### src/rtl/bp_me_cce_req_latency_tracker.sv
// Passive latency monitor for one CCE's LCE request channel: timestamps accepted requests in an
// in-order queue and emits per-request latency samples. Optional min/max tracking: BP_ME_CCE_LAT_MINMAX_EN.
module bp_me_cce_req_latency_tracker #(
  parameter int hdr_width_p = 64,
  parameter int els_p       = 4,
  parameter int cnt_width_p = 32
) (
  input  logic                         clk_i,
  input  logic                         reset_i,
  input  logic [hdr_width_p-1:0]       lce_req_header_i,
  input  logic                         lce_req_v_i,
  input  logic                         lce_req_ready_and_i,
  input  logic                         done_i,
  output logic                         start_o,
  output logic [hdr_width_p-1:0]       start_header_o,
  output logic                         end_o,
  output logic                         lat_v_o,
  output logic [cnt_width_p-1:0]       lat_o,
  output logic [hdr_width_p-1:0]       lat_header_o,
  output logic [$clog2(els_p+1)-1:0]   outstanding_o,
  output logic                         overflow_o,
`ifdef BP_ME_CCE_LAT_MINMAX_EN
  output logic [cnt_width_p-1:0]       lat_min_o,
  output logic [cnt_width_p-1:0]       lat_max_o,
`endif
  output logic                         underflow_o
);

  localparam int ptr_w_lp = $clog2(els_p);
  localparam int occ_w_lp = $clog2(els_p+1);
  localparam logic [occ_w_lp-1:0] full_occ_lp = occ_w_lp'(els_p);
  localparam logic [occ_w_lp-1:0] one_occ_lp  = occ_w_lp'(1);

  logic [cnt_width_p-1:0] ts_r;
  logic [hdr_width_p-1:0] hdr_mem [els_p];
  logic [cnt_width_p-1:0] ts_mem  [els_p];
  logic [ptr_w_lp-1:0]    rd_ptr_r, wr_ptr_r;
  logic [occ_w_lp-1:0]    occ_r, occ_n;

  logic accept, empty, full, last, push, pop;
  logic [cnt_width_p-1:0] lat_n;

  always_comb begin
    accept = lce_req_v_i & lce_req_ready_and_i;
    empty  = (occ_r == '0);
    full   = (occ_r == full_occ_lp);
    last   = (occ_r == one_occ_lp);
    pop    = done_i & ~empty;
    // A full queue still takes a push when the head retires in the same cycle.
    push   = accept & (~full | pop);
    lat_n  = ts_r - ts_mem[rd_ptr_r];
    occ_n  = occ_r;
    if (push & ~pop)      occ_n = occ_r + one_occ_lp;
    else if (pop & ~push) occ_n = occ_r - one_occ_lp;
  end

  always_ff @(posedge clk_i) begin
    if (push) begin
      hdr_mem[wr_ptr_r] <= lce_req_header_i;
      ts_mem[wr_ptr_r]  <= ts_r;
    end
  end

  always_ff @(posedge clk_i or negedge reset_i) begin
    if (!reset_i) begin
      ts_r           <= '0;
      rd_ptr_r       <= '0;
      wr_ptr_r       <= '0;
      occ_r          <= '0;
      start_o        <= 1'b0;
      start_header_o <= '0;
      end_o          <= 1'b0;
      lat_v_o        <= 1'b0;
      lat_o          <= '0;
      lat_header_o   <= '0;
      overflow_o     <= 1'b0;
      underflow_o    <= 1'b0;
    end else begin
      ts_r    <= ts_r + 1'b1;
      occ_r   <= occ_n;
      lat_v_o <= pop;
      start_o <= push & (empty | (last & pop));
      end_o   <= pop & last & ~push;
      if (push) begin
        wr_ptr_r <= wr_ptr_r + 1'b1;
        if (empty | (last & pop)) start_header_o <= lce_req_header_i;
      end
      if (pop) begin
        rd_ptr_r     <= rd_ptr_r + 1'b1;
        lat_o        <= lat_n;
        lat_header_o <= hdr_mem[rd_ptr_r];
      end
      if (accept & full & ~pop) overflow_o  <= 1'b1;
      if (done_i & empty)       underflow_o <= 1'b1;
    end
  end

  assign outstanding_o = occ_r;

`ifdef BP_ME_CCE_LAT_MINMAX_EN
  logic seen_r;
  always_ff @(posedge clk_i or negedge reset_i) begin
    if (!reset_i) begin
      seen_r    <= 1'b0;
      lat_min_o <= '1;
      lat_max_o <= '0;
    end else if (pop) begin
      seen_r <= 1'b1;
      if (!seen_r || lat_n < lat_min_o) lat_min_o <= lat_n;
      if (!seen_r || lat_n > lat_max_o) lat_max_o <= lat_n;
    end
  end
`endif

endmodule
### config.mk
export PLATFORM = sky130hd
export DESIGN_NAME = bp_me_cce_req_latency_tracker
export DESIGN_NICKNAME = d
export VERILOG_FILES = /design/src/rtl/bp_me_cce_req_latency_tracker.sv
export SDC_FILE = /design/constraint.sdc
export NUM_CORES = 1
export LEC_CHECK = 0
export CORE_UTILIZATION = 51
export DETAILED_ROUTE_END_ITERATION = 10
export HOLD_SLACK_MARGIN = 0.1
export MAX_ROUTING_LAYER = met4
export PLACE_DENSITY = 0.76
export RECOVER_POWER = 25
export SETUP_SLACK_MARGIN = 0.2
export SYNTH_ARGS = -nofsm -noshare
export SYNTH_HDL_FRONTEND = slang
export SYNTH_SLANG_ARGS = --single-unit
### constraint.sdc
create_clock -name clk_i -period 4.1 [get_ports clk_i]
set_input_delay 0.615 -clock clk_i [delete_from_list [all_inputs] [get_ports clk_i]]
set_output_delay 0.615 -clock clk_i [all_outputs]
set_load 0.02 [all_outputs]
After elaboration in Yosys (flattened, before gate mapping)
Memory sizes are Yosys's and may differ from the RTL's. A register that Yosys moved wholly into a read port is not among the register bits.
Index checks and enable logic that the tools add are counted.
{"block": "word_totals", "register_bits": 140, "memories": 2, "in_bits": 69, "ram_bits": 384}
{"name": "hdr_mem", "words": 4, "word_bits": 64, "read_ports": 1, "rd_ports_with_merged_regs": 1, "write_ports": 1, "line_no": "35", "text": "logic [hdr_width_p-1:0] hdr_mem [els_p];"}
{"name": "ts_mem", "words": 4, "word_bits": 32, "read_ports": 1, "rd_ports_with_merged_regs": 0, "write_ports": 1, "line_no": "36", "text": "logic [cnt_width_p-1:0] ts_mem [els_p];"}
{"block": "op_classes", "n_addsub": 6, "n_bitwise": 17, "n_mux": 4, "n_reduce_logical": 4, "eq_ne": 2}
{"cell": "32-bit by 1-bit adder with 32-bit output, second input constant", "n": 1}
{"cell": "32-bit subtractor", "n": 1}
{"cell": "1-bit bitwise AND", "n": 11}
{"cell": "3-bit 2-to-1 mux", "n": 2}
{"cell": "2-bit by 1-bit adder with 2-bit output, second input constant", "n": 2}
{"cell": "1-bit NOT", "n": 4}
{"cell": "3-bit by 1-bit adder with 3-bit output, second input constant", "n": 1}
{"cell": "3-bit by 1-bit equality test with 1-bit output, second input constant", "n": 1}
{"cell": "3-bit equality test, second input constant", "n": 1}
{"cell": "3-bit logical NOT", "n": 1}
{"cell": "3-bit by 1-bit subtractor with 3-bit output, second input constant", "n": 1}
{"cell": "1-bit 2-to-1 mux", "n": 2}
{"cell": "1-bit OR", "n": 2}
{"cell": "2-bit AND reduction", "n": 1}
{"cell": "2-bit nonzero test", "n": 1}
{"cell": "1-bit logical NOT", "n": 1}

Logic depth before layout (Yosys ltp)
{"block": "logic_depth", "ltp_word": 9, "ltp_mapped": 14, "mapped_depth_nobuf": 10}

Least setup slack after synthesis
Ideal clock, no wire load.
{"block": "synth_timing", "path_type": "register -> register", "startpoint": "register occ_r[0] (netlist: outstanding_o[0])", "endpoint": "memory hdr_mem[2][0] (enable)", "path_stages_with_launch": 7, "t_required_ns": 3.634, "period_less_slack_ns": 4.017, "arrival_ns": 3.551, "slack_ns": 0.083, "setup_ns": 0.466, "path_cell_list": "dfrtp_1 inv_1 ha_1 nand3b_1 nor2b_1 clkbuf_1 and2_1"}
{"block": "synth_between", "elab_chain_cells": 7, "elab_cells_between_ends": 9, "classes_between": "eq/ne: 1; mux: 2; bitwise: 5; reduce/logical: 1"}
{"item": "start: declaration", "line_no": "38", "text": "logic [occ_w_lp-1:0] occ_r, occ_n;"}
{"item": "start signal: assignment", "line_no": "80", "text": "occ_r <= occ_n;"}
{"item": "3-bit logical NOT", "line_no": "45", "text": "empty = (occ_r == '0);"}
{"item": "1-bit NOT", "line_no": "48", "text": "pop = done_i & ~empty;"}
{"item": "1-bit bitwise AND", "line_no": "48"}
{"item": "1-bit OR (*)", "line_no": "50", "text": "push = accept & (~full | pop);"}
{"item": "1-bit bitwise AND (*)", "line_no": "50"}
{"item": "named net push", "line_no": "40", "text": "logic accept, empty, full, last, push, pop;"}
{"item": "1-bit 2-to-1 mux (*)", "line_no": "58", "text": "if (push) begin"}
{"item": "1-bit 2-to-1 mux (implied by the code) (*)", "line_no": "59", "text": "hdr_mem[wr_ptr_r] <= lce_req_header_i;"}
{"item": "end: declaration", "line_no": "35"}
Mark *: on every way through the listed nets, which the timed path passes. The rest lies on a longest branch.

Final worst setup path
{"block": "layout_timing", "startpoint": "register rd_ptr_r[0]", "endpoint": "register lat_o[23]"}
{"block": "layout_between", "elab_chain_cells": 2}
{"item": "start: declaration", "line_no": "37", "text": "logic [ptr_w_lp-1:0] rd_ptr_r, wr_ptr_r;"}
{"item": "start signal: assignment", "line_no": "89", "text": "rd_ptr_r <= rd_ptr_r + 1'b1;"}
{"item": "memory 4 x 32 bit"}
{"item": "32-bit subtractor", "line_no": "51", "text": "lat_n = ts_r - ts_mem[rd_ptr_r];"}
{"item": "end signal: assignment", "line_no": "90", "text": "lat_o <= lat_n;"}
{"item": "end: declaration", "line_no": "18", "text": "output logic [cnt_width_p-1:0] lat_o,"}
Every way passes these cells.
A chain may end at the register's enable or synchronous reset.

==> metrics.txt <==
Row Count=78; post-synth top area share=49.05%; CTS tree=yes; met2 wire len=24,240 um; DR pass1 iterations=5; Synth area leaders=edfxtp_1 (49%), dfrtp_1 (22%), mux4_2 (9.2%); final setup fails=0; FF+latch count, synth=a little under 600; power density cells=a little over 700 nW/um^2; Post-Synthesis Cells=1,461; DRT iter0 DRCs=about 1.1k; Slew HR=between 20% and 30%; share of cells above drive strength 1=16.16%; worst vdd rail ir drop=~0.54 mV; XOR/XNOR share of the synthesized area=approximately 1.9%; vias post-DR=~13k; count leader, synth=edfxtp_1; largest net degree at the start of global routing=128; final worst path period need=3.586 ns; global-route wire length before repair=78,670 um; DRC violations left=0; All-Layer GR Usage=between 20% and 30%; die height=approximately 220 um; Async S/R FF share, synth=34.69%; register area share after synthesis=about 71%; number of global-route vias before repair=13.81k; Crit Path Category=reg -> reg; Final period util=slightly below 90%; placer congestion estimate=approximately 0.84; setup TNS=0 ns; htree depth=2; GR Overflow Total=0; Hold Path Class=in -> async; syn_nets=1,575; most frequent cells after synthesis=edfxtp_1 (384), nand2_1 (257), dfrtp_1 (204); DR WL/cell=about 21 um; RSZ-0062 raised after global routing=no; largest area contributor in the netlist=edfxtp_1; TritonCTS Buffers=57; clk root buf=clkbuf_16; number of synthesized flops with an enable pin=roughly 380; synthesized area=around 24,000 sq um; initial antenna violation count=1; met3 wire len=between 3000 and 4000 um; met1 wire length=21,230 um; Worst setup EP type=flop; worst hold slack=~0.11 ns; routed vias/inst=between 5 and 6; Compound-Gate Fraction of Synth Area=4.013%; final slew viol count=0; Final Non-Filler Cells=between 2k and 2.5k; Final Util=roughly 63%; Worst-Skew Late Latency=slightly above 0.6 ns; antenna-violating nets left=0; mean area per synthesized cell=approximately 16 sq um; Simple-Gate Fraction of Synth Area=6.812%; Main synth FF type=edfxtp_1; final-report hold violation count=0; fill count=roughly 3.3k; Post-DP HPWL=a little over 30,000 um; CTS Buffer Depth=3; largest family of logic cells by synthesized area=multiplexers; Pleak=around 11 nW; Die Wd=about 220 um; Core Area=around 45,000 sq um; adder-cell share of the synthesized area=around 2.4%; Warnings, synthesis=0; clk slew on worst S/H paths=about 0.060 ns; Setup crit start kind=flop; Slew @ Worst Pin=~1.1 ns; area delta synth->final=21.26%; nets=~1.8k; Clock Skew=between 0.02 and 0.025 ns; Max Clk Rate=between 200 and 300 MHz; Initial Util=between 50% and 60%; area of the die=46,960 sq um; data arrival time of the worst path=4.05 ns; outcome=finished clean; dpl cells=around 2.3k; # Max-Cap Violations=0; antenna cells=0; IO buf count=around 240; Hold Buf Count CTS=0; Max Used Layer=met4; post-synthesis mux area share=roughly an eighth; # clock sinks=588; Total Wirelength=between 50,000 and 60,000 um; count of different cell masters after synthesis=between 60 and 70; largest fanout on the critical path=12; Req. time, crit path=approximately 4.6 ns; IO Pins=around 240
[registers in the layout, summed over array words and instances (netlist names)]
register and count:
lat_header_o 64, ts_mem 128, rd_ptr_r 2, start_o 1, outstanding_o 3, ts_r 32, lat_o 32, underflow_o 1
lat_v_o 1, overflow_o 1, start_header_o 64, hdr_mem 256, wr_ptr_r 2, end_o 1
[final timing paths]
check | slack [ns] | cells after the start | to | from
max | 0.51 | 11 | lat_o[23] | rd_ptr_r[0]
min | 0.11 | 1 | start_header_o[32] | reset_i
max reg2reg | 0.51 | 11 | lat_o[23] | rd_ptr_r[0]
min reg2reg | 0.47 | 2 | lat_o[13] | lat_o[13]
max in group asynchronous | 2.90 | 2 | lat_o[7] | reset_i
min in group clk_i | 0.47 | 2 | lat_o[13] | lat_o[13]
[cell families after synthesis]
| group | Yosys count |
|---|---|
| AND/OR/NAND/NOR | 370 |
| adder cells (fa/ha/maj) | 45 |
| buffers and inverters | 104 |
| multiplexers | 162 |
| flip-flops | 588 |
| XOR/XNOR | 52 |
| AO/OA/AOI/OAI | 140 |
[metrics by stage]
| stage | power [W] | area [sq um] | setup slack [ns] |
|---|---|---|---|
| after CTS | 0.02041 | 28480 | 0.3751 |
| after global routing | 0.02124 | 28510 | 0.2924 |
| after detailed placement | 0.01552 | 26750 | 0.3988 |
| final | 0.02021 | 28510 | 0.5137 |
| after global placement | 0.01538 | 26750 | 0.4241 |
| after floorplan | 0.01252 | 23520 | 0.3708 |
[cell type report]
| cell class | instances | area (sq um) | area share [%] |
|---|---|---|---|
| Tap cell | 600 | 750.7 | 2.633 |
| Clock inverter | 24 | 155.1 | 0.5442 |
| Inverter | 43 | 161.4 | 0.5662 |
| Clock buffer | 83 | 1574 | 5.521 |
| Multi-Input combinational cell | 769 | 6497 | 22.79 |
| Sequential cell | 588 | 16640 | 58.38 |
| Timing Repair Buffer | 263 | 2725 | 9.559 |
[where the power goes]
| group | internal, W | leakage [nW] | switching (W) |
|---|---|---|---|
| combinational | 0.00337 | 4.00 | 0.00381 |
| sequential | 0.00757 | 6.04 | 0.000635 |
| clock | 0.00267 | 0.842 | 0.00215 |
| total | 0.0136 | 10.9 | 0.00660 |
[placed cells by master (no fill, tap or decap), drive strengths merged, types with 8 or more instances in the layout]
cell / count
mux4: 96
o21ai: 34
xor2: 15
dlygate4sd3: 57
mux2: 65
xnor2: 37
clkinv: 21
and3: 8
nor2: 27
o31ai: 10
clkdlybuf4s50: 178
a21o: 14
nand4: 12
a21oi: 33
nor3: 10
clkbuf: 84
dfrtp: 204
inv: 44
edfxtp: 384
nand3: 21
nand2: 257
ha: 44
and2: 8
buf: 27
o21a: 11
[critical path, cell delays in order, from the launching register on]
cell and delay [ns]:
dfrtp_4 0.59, clkbuf_16 0.25, mux4_2 0.49, inv_1 0.09, ha_1 0.24, and2_1 0.20, a2111oi_4 0.42, a21oi_2 0.12
a311o_1 0.42, a41oi_1 0.37, xor2_1 0.17, o21ai_0 0.08
[routing by layer]
| metal | up-vias | track usage, % |
|---|---|---|
| met4 | 0 | 6.714 |
| met2 | 416 | 35.35 |
| met1 | 6794 | 29.86 |
| met3 | 69 | 5.123 |
| li1 | 5981 | - |
| met5 | - | - |
[repair_timing]
item / 4_1_cts / 5_1_grt
setup endpoints to repair: 0 / 1
resized for setup: 0 / 0
buffers inserted: 0 / 1
No activity file was read; power rests on OpenSTA's default activity.
